<file path="config.mk">
export PLATFORM = sky130hd
export DESIGN_NAME = sync_down_counter
export DESIGN_NICKNAME = d
export VERILOG_FILES = /design/src/rtl/sync_down_counter.sv
export SDC_FILE = /design/constraint.sdc
export NUM_CORES = 1
export LEC_CHECK = 0
export BUFFER_PORTS_ARGS = -buffer_cell sky130_fd_sc_hd__buf_2
export CORE_MARGIN = 4
export CORE_UTILIZATION = 40
export DETAILED_ROUTE_END_ITERATION = 8
export GPL_ROUTABILITY_DRIVEN = 0
export HOLD_SLACK_MARGIN = 0.06
export PLACE_DENSITY = 0.63
export SLEW_MARGIN = 20
export SYNTH_ARGS = -nofsm -noshare
export SYNTH_HDL_FRONTEND = slang
export SYNTH_SLANG_ARGS = --single-unit
</file>
<file path="constraint.sdc">
create_clock -name clk_i -period 2.23 [get_ports clk_i]
set_clock_uncertainty 0.15 [all_clocks]
set_input_delay 0.5575 -clock clk_i [delete_from_list [all_inputs] [get_ports clk_i]]
set_output_delay 0.5575 -clock clk_i [all_outputs]
set_load 0.02 [all_outputs]
</file>
<file path="src/rtl/sync_down_counter.sv">
`default_nettype none
// ============================================================================
//  Module   : sync_down_counter
//  Brief    : Loadable down counter with periodic/one-shot modes, registered
//             terminal-count pulse and a two-state IDLE/RUN controller.
//  Revision : 1.0 - initial release
// ============================================================================
module sync_down_counter #(
    parameter int WIDTH = 4
) (
    input  logic             clk_i,
    input  logic             rst_n_i,
    input  logic             en_i,
    input  logic             load_i,
    input  logic [WIDTH-1:0] load_val_i,
    input  logic             mode_i,
    output logic [WIDTH-1:0] count_o,
    output logic             tc_o,
    output logic             zero_o,
    output logic             busy_o
);

    localparam logic [0:0]       c_ST_IDLE = 1'b0;
    localparam logic [0:0]       c_ST_RUN  = 1'b1;
    localparam logic [WIDTH-1:0] c_ZERO    = '0;
    localparam logic [WIDTH-1:0] c_ONE     = {{(WIDTH-1){1'b0}}, 1'b1};

    logic [0:0]       r_state;
    logic [WIDTH-1:0] r_count;
    logic [WIDTH-1:0] r_reload;
    logic             r_tc;

    logic w_count_zero;
    logic w_count_one;
    logic w_step;

    assign w_count_zero = (r_count == c_ZERO);
    assign w_count_one  = (r_count == c_ONE);
    assign w_step       = (r_state == c_ST_RUN) && en_i;

    // Load wins over everything; otherwise only an enabled RUN cycle moves state.
    always_ff @(posedge clk_i or negedge rst_n_i) begin
        if (!rst_n_i) begin
            r_state  <= c_ST_IDLE;
            r_count  <= c_ZERO;
            r_reload <= '1;
            r_tc     <= 1'b0;
        end else begin
            r_tc <= 1'b0;
            if (load_i) begin
                r_count  <= load_val_i;
                r_reload <= load_val_i;
                r_state  <= (load_val_i != c_ZERO) ? c_ST_RUN : c_ST_IDLE;
            end else if (w_step) begin
                if (!w_count_zero) begin
                    r_count <= r_count - c_ONE;
                    if (w_count_one) begin
                        r_tc <= 1'b1;
                        if (mode_i) begin
                            r_state <= c_ST_IDLE;
                        end
                    end
                end else if (mode_i) begin
                    // One-shot selected while parked at zero: stop, no pulse.
                    r_state <= c_ST_IDLE;
                end else begin
                    r_count <= r_reload;
                end
            end
        end
    end

    assign count_o = r_count;
    assign tc_o    = r_tc;
    assign zero_o  = w_count_zero;
    assign busy_o  = (r_state == c_ST_RUN);

endmodule
`default_nettype wire
</file>
==> impl_results.md <==
* Status: finished clean
* Reg2reg setup slack at 300 ps
* Cell Count, Final, Fillers Out at 95
* Post-Syn Area at 597 um^2
* Fin Hold WS at 323 ps
* Leading area contributor after synthesis: dfrtp_1
* YS warnings at 0
* Wirelength per Cell at 14.4 um
* Final WL at 1370 um
* CTS tree: done
* Worst hold path class: reg -> reg
* IO Count at 16
* Initial DRC count at 9
* Power, Total at 482 uW
* Post-synthesis async set-or-reset flop share at 100%
* Max frequency at 466 MHz
* Synth cell count leaders: dfrtp_1, inv_1, o21ai_0
* N_diodes at 0
* Most used DFF post-synth: dfrtp_1
* Reg2reg start: count_o[0]$_DFFE_PN0P_
* Critical R2R Capture: count_o[1]$_DFFE_PN0P_
* Clock Tree Buf Depth at 2
* Required time of the critical path at 1520 ps
* CP max FO at 9
* CP max-delay cell: dfrtp_2
* Cell count of the worst reg-to-reg path at 6
* Top post-synthesis cells by area: dfrtp_1, dfstp_2, ha_1, o21ai_0, inv_1
* Final hold vios at 0
* Netlist cell types at 32
* H-tree depth at 1
* GRT overflow at 0
* Die outline area at 2170 um^2
* Crit path to: zero_o
* Worst Setup End Kind: output port
* Period utilization at 96.3%
* Sinks on Clock Net at 10
* CP arrival at 1440 ps
* CTS clk-pin slew, worst paths at 70 ps
* Root buffer cell: clkbuf_4
* Clock latency on the worst-skew pair at 250 ps
* Placed Area at 687 um^2
* Yosys reg bits at 10
* Pre-CTS setup slack at 217 ps
* Initial Utilization at 44.2%
* Setup violators final at 0
* Worst Slack Setup Final at 82.6 ps
* Layout cells sized above 1 at 37.5%
* Synth top area share at 25.2%
* Total global routing track utilization at 14.9%
* Post-DP HPWL at 1000 um
* EDFF count, synth at 0
* Antenna violations before repair at 0
* Largest net degree at the start of global routing at 18
* Hold depth at 2
* Worst slew margin at 70.5%
* Core area at 1350 um^2
* Sequential share of the synthesized area at 42.8%
* Routed vias/inst at 5.43
* Mapped Cells at 61
* Design area at 749 um^2
* Worst vdd ir at 0.000251 V
* Startpoint types: register
* FILL cells at 128
* Site Rows at 13
* Critical path launch point: count_o[0]$_DFFE_PN0P_
* Die Ht at 46.6 um
* Vias in the first global route at 495
* Pwr Density at 643 nW/um^2
* Worst-Margin Slew at 437 ps
* Max-cap violations at 0
* Syn Area/Cell at 9.78 um^2
* I/O Buffers at 15
* Fin. max-slew vios at 0
* Router iterations before antenna repair at 4
* Cells along the critical path: inv_1 > ha_4 > nor3b_4 > buf_4
* Crit path time final at 2150 ps
* First-pass GRT wire length at 2260 um
* DRC viols at 0
* P_leak at 0.000335 uW
* Die width at 46.6 um
* NumNets Final at 93
* CP max stage delay at 450 ps
* DP Cell Count at 90
* Mapped Nets at 72
* Crit Path Category: reg -> out
* Total CTS buffers at 3
* Vias at 516
* Area growth syn-to-layout at 25.6%
* Post-route ant nets at 0
report_power, final:
group / total (uW) / switching [uW] / leakage (uW) / internal, uW
combinational: 135 / 72.7 / 0.000208 / 62.3
sequential: 229 / 24.5 / 0.000113 / 204
clock: 118 / 56.4 / 0.0000138 / 62.0
through the flow:
step,TNS (ps),util (%)
2_1_floorplan,0,-
3_3_place_gp,0,50.9
3_5_place_dp,0,50.9
4_1_cts,0,53.9
5_1_grt,-11.6,55.5
6_report,0,55.5
how the worst min path moves through the flow:
stage / startpoint / endpoint / slack [ps]
after floorplan: rst_n_i / busy_o$_DFFE_PN0P_ / 110
after global placement: rst_n_i / count_o[1]$_DFFE_PN0P_ / 280
after detailed placement: rst_n_i / count_o[1]$_DFFE_PN0P_ / 280
after CTS: r_reload[3]$_DFFE_PN1P_ / r_reload[3]$_DFFE_PN1P_ / 330
after global routing: r_reload[3]$_DFFE_PN1P_ / r_reload[3]$_DFFE_PN1P_ / 360
final: r_reload[3]$_DFFE_PN1P_ / r_reload[3]$_DFFE_PN1P_ / 320
what timing repair did:
action / in CTS / in global routing
cloned: 0 / 0
gates resized for setup: 2 / 3
buffers inserted: 0 / 1
pin swaps: 0 / 0
hold buffers: 1 / 0
setup endpoints to repair: 1 / 1
hold endpoints to repair: 6 / 0
final cells by class:
class / instances / area, um^2 / area share, %
multi-input combinational: 44 / 334 / 44.6
timing repair buffer: 17 / 95.1 / 12.7
tap: 15 / 18.8 / 2.50
sequential: 10 / 256 / 34.2
clock buffer: 3 / 22.5 / 3.01
inverter: 6 / 22.5 / 3.01
sequential cells by signal, indices dropped and copies added, names as in the netlist:
name	cells
count_o	4
r_reload	4
busy_o	1
tc_o	1
logic make-up after synthesis:
| family | count (synthesis) | synth area share, % |
|---|---|---|
| muxes | 2 | 3.77 |
| DFF | 10 | 42.8 |
| adders and majority gates | 2 | 4.19 |
| buffers and inverters | 7 | 4.40 |
| and+or+nand+nor | 23 | 24.5 |
| AOI/OAI and AO/OA | 17 | 20.3 |
metal layers:
metal	wire length [um]	vias to the layer above	GRT usage [%]
li1	-	266	-
met5	0	-	0
met1	648	239	22.8
met3	80	0	3.52
met2	642	11	20.1
met4	0	0	4.97
critical path, delay by kind of cell, from the launching register on:
kind | cells | cell delay [ps]
simple gates | 1 | 230
buf+inv | 2 | 310
flops | 1 | 450
fa+ha+maj | 1 | 190
placed cells by master, fill, tap and decap left out, drive strengths merged, types with 3 or more instances in the layout:
master	count
inv	6
dfrtp	6
clkbuf	3
dfstp	4
o21ai	5
nor2	3
buf	16
nor2b	3
nand2	4
Note: power is estimated with default switching activity, not from simulation.
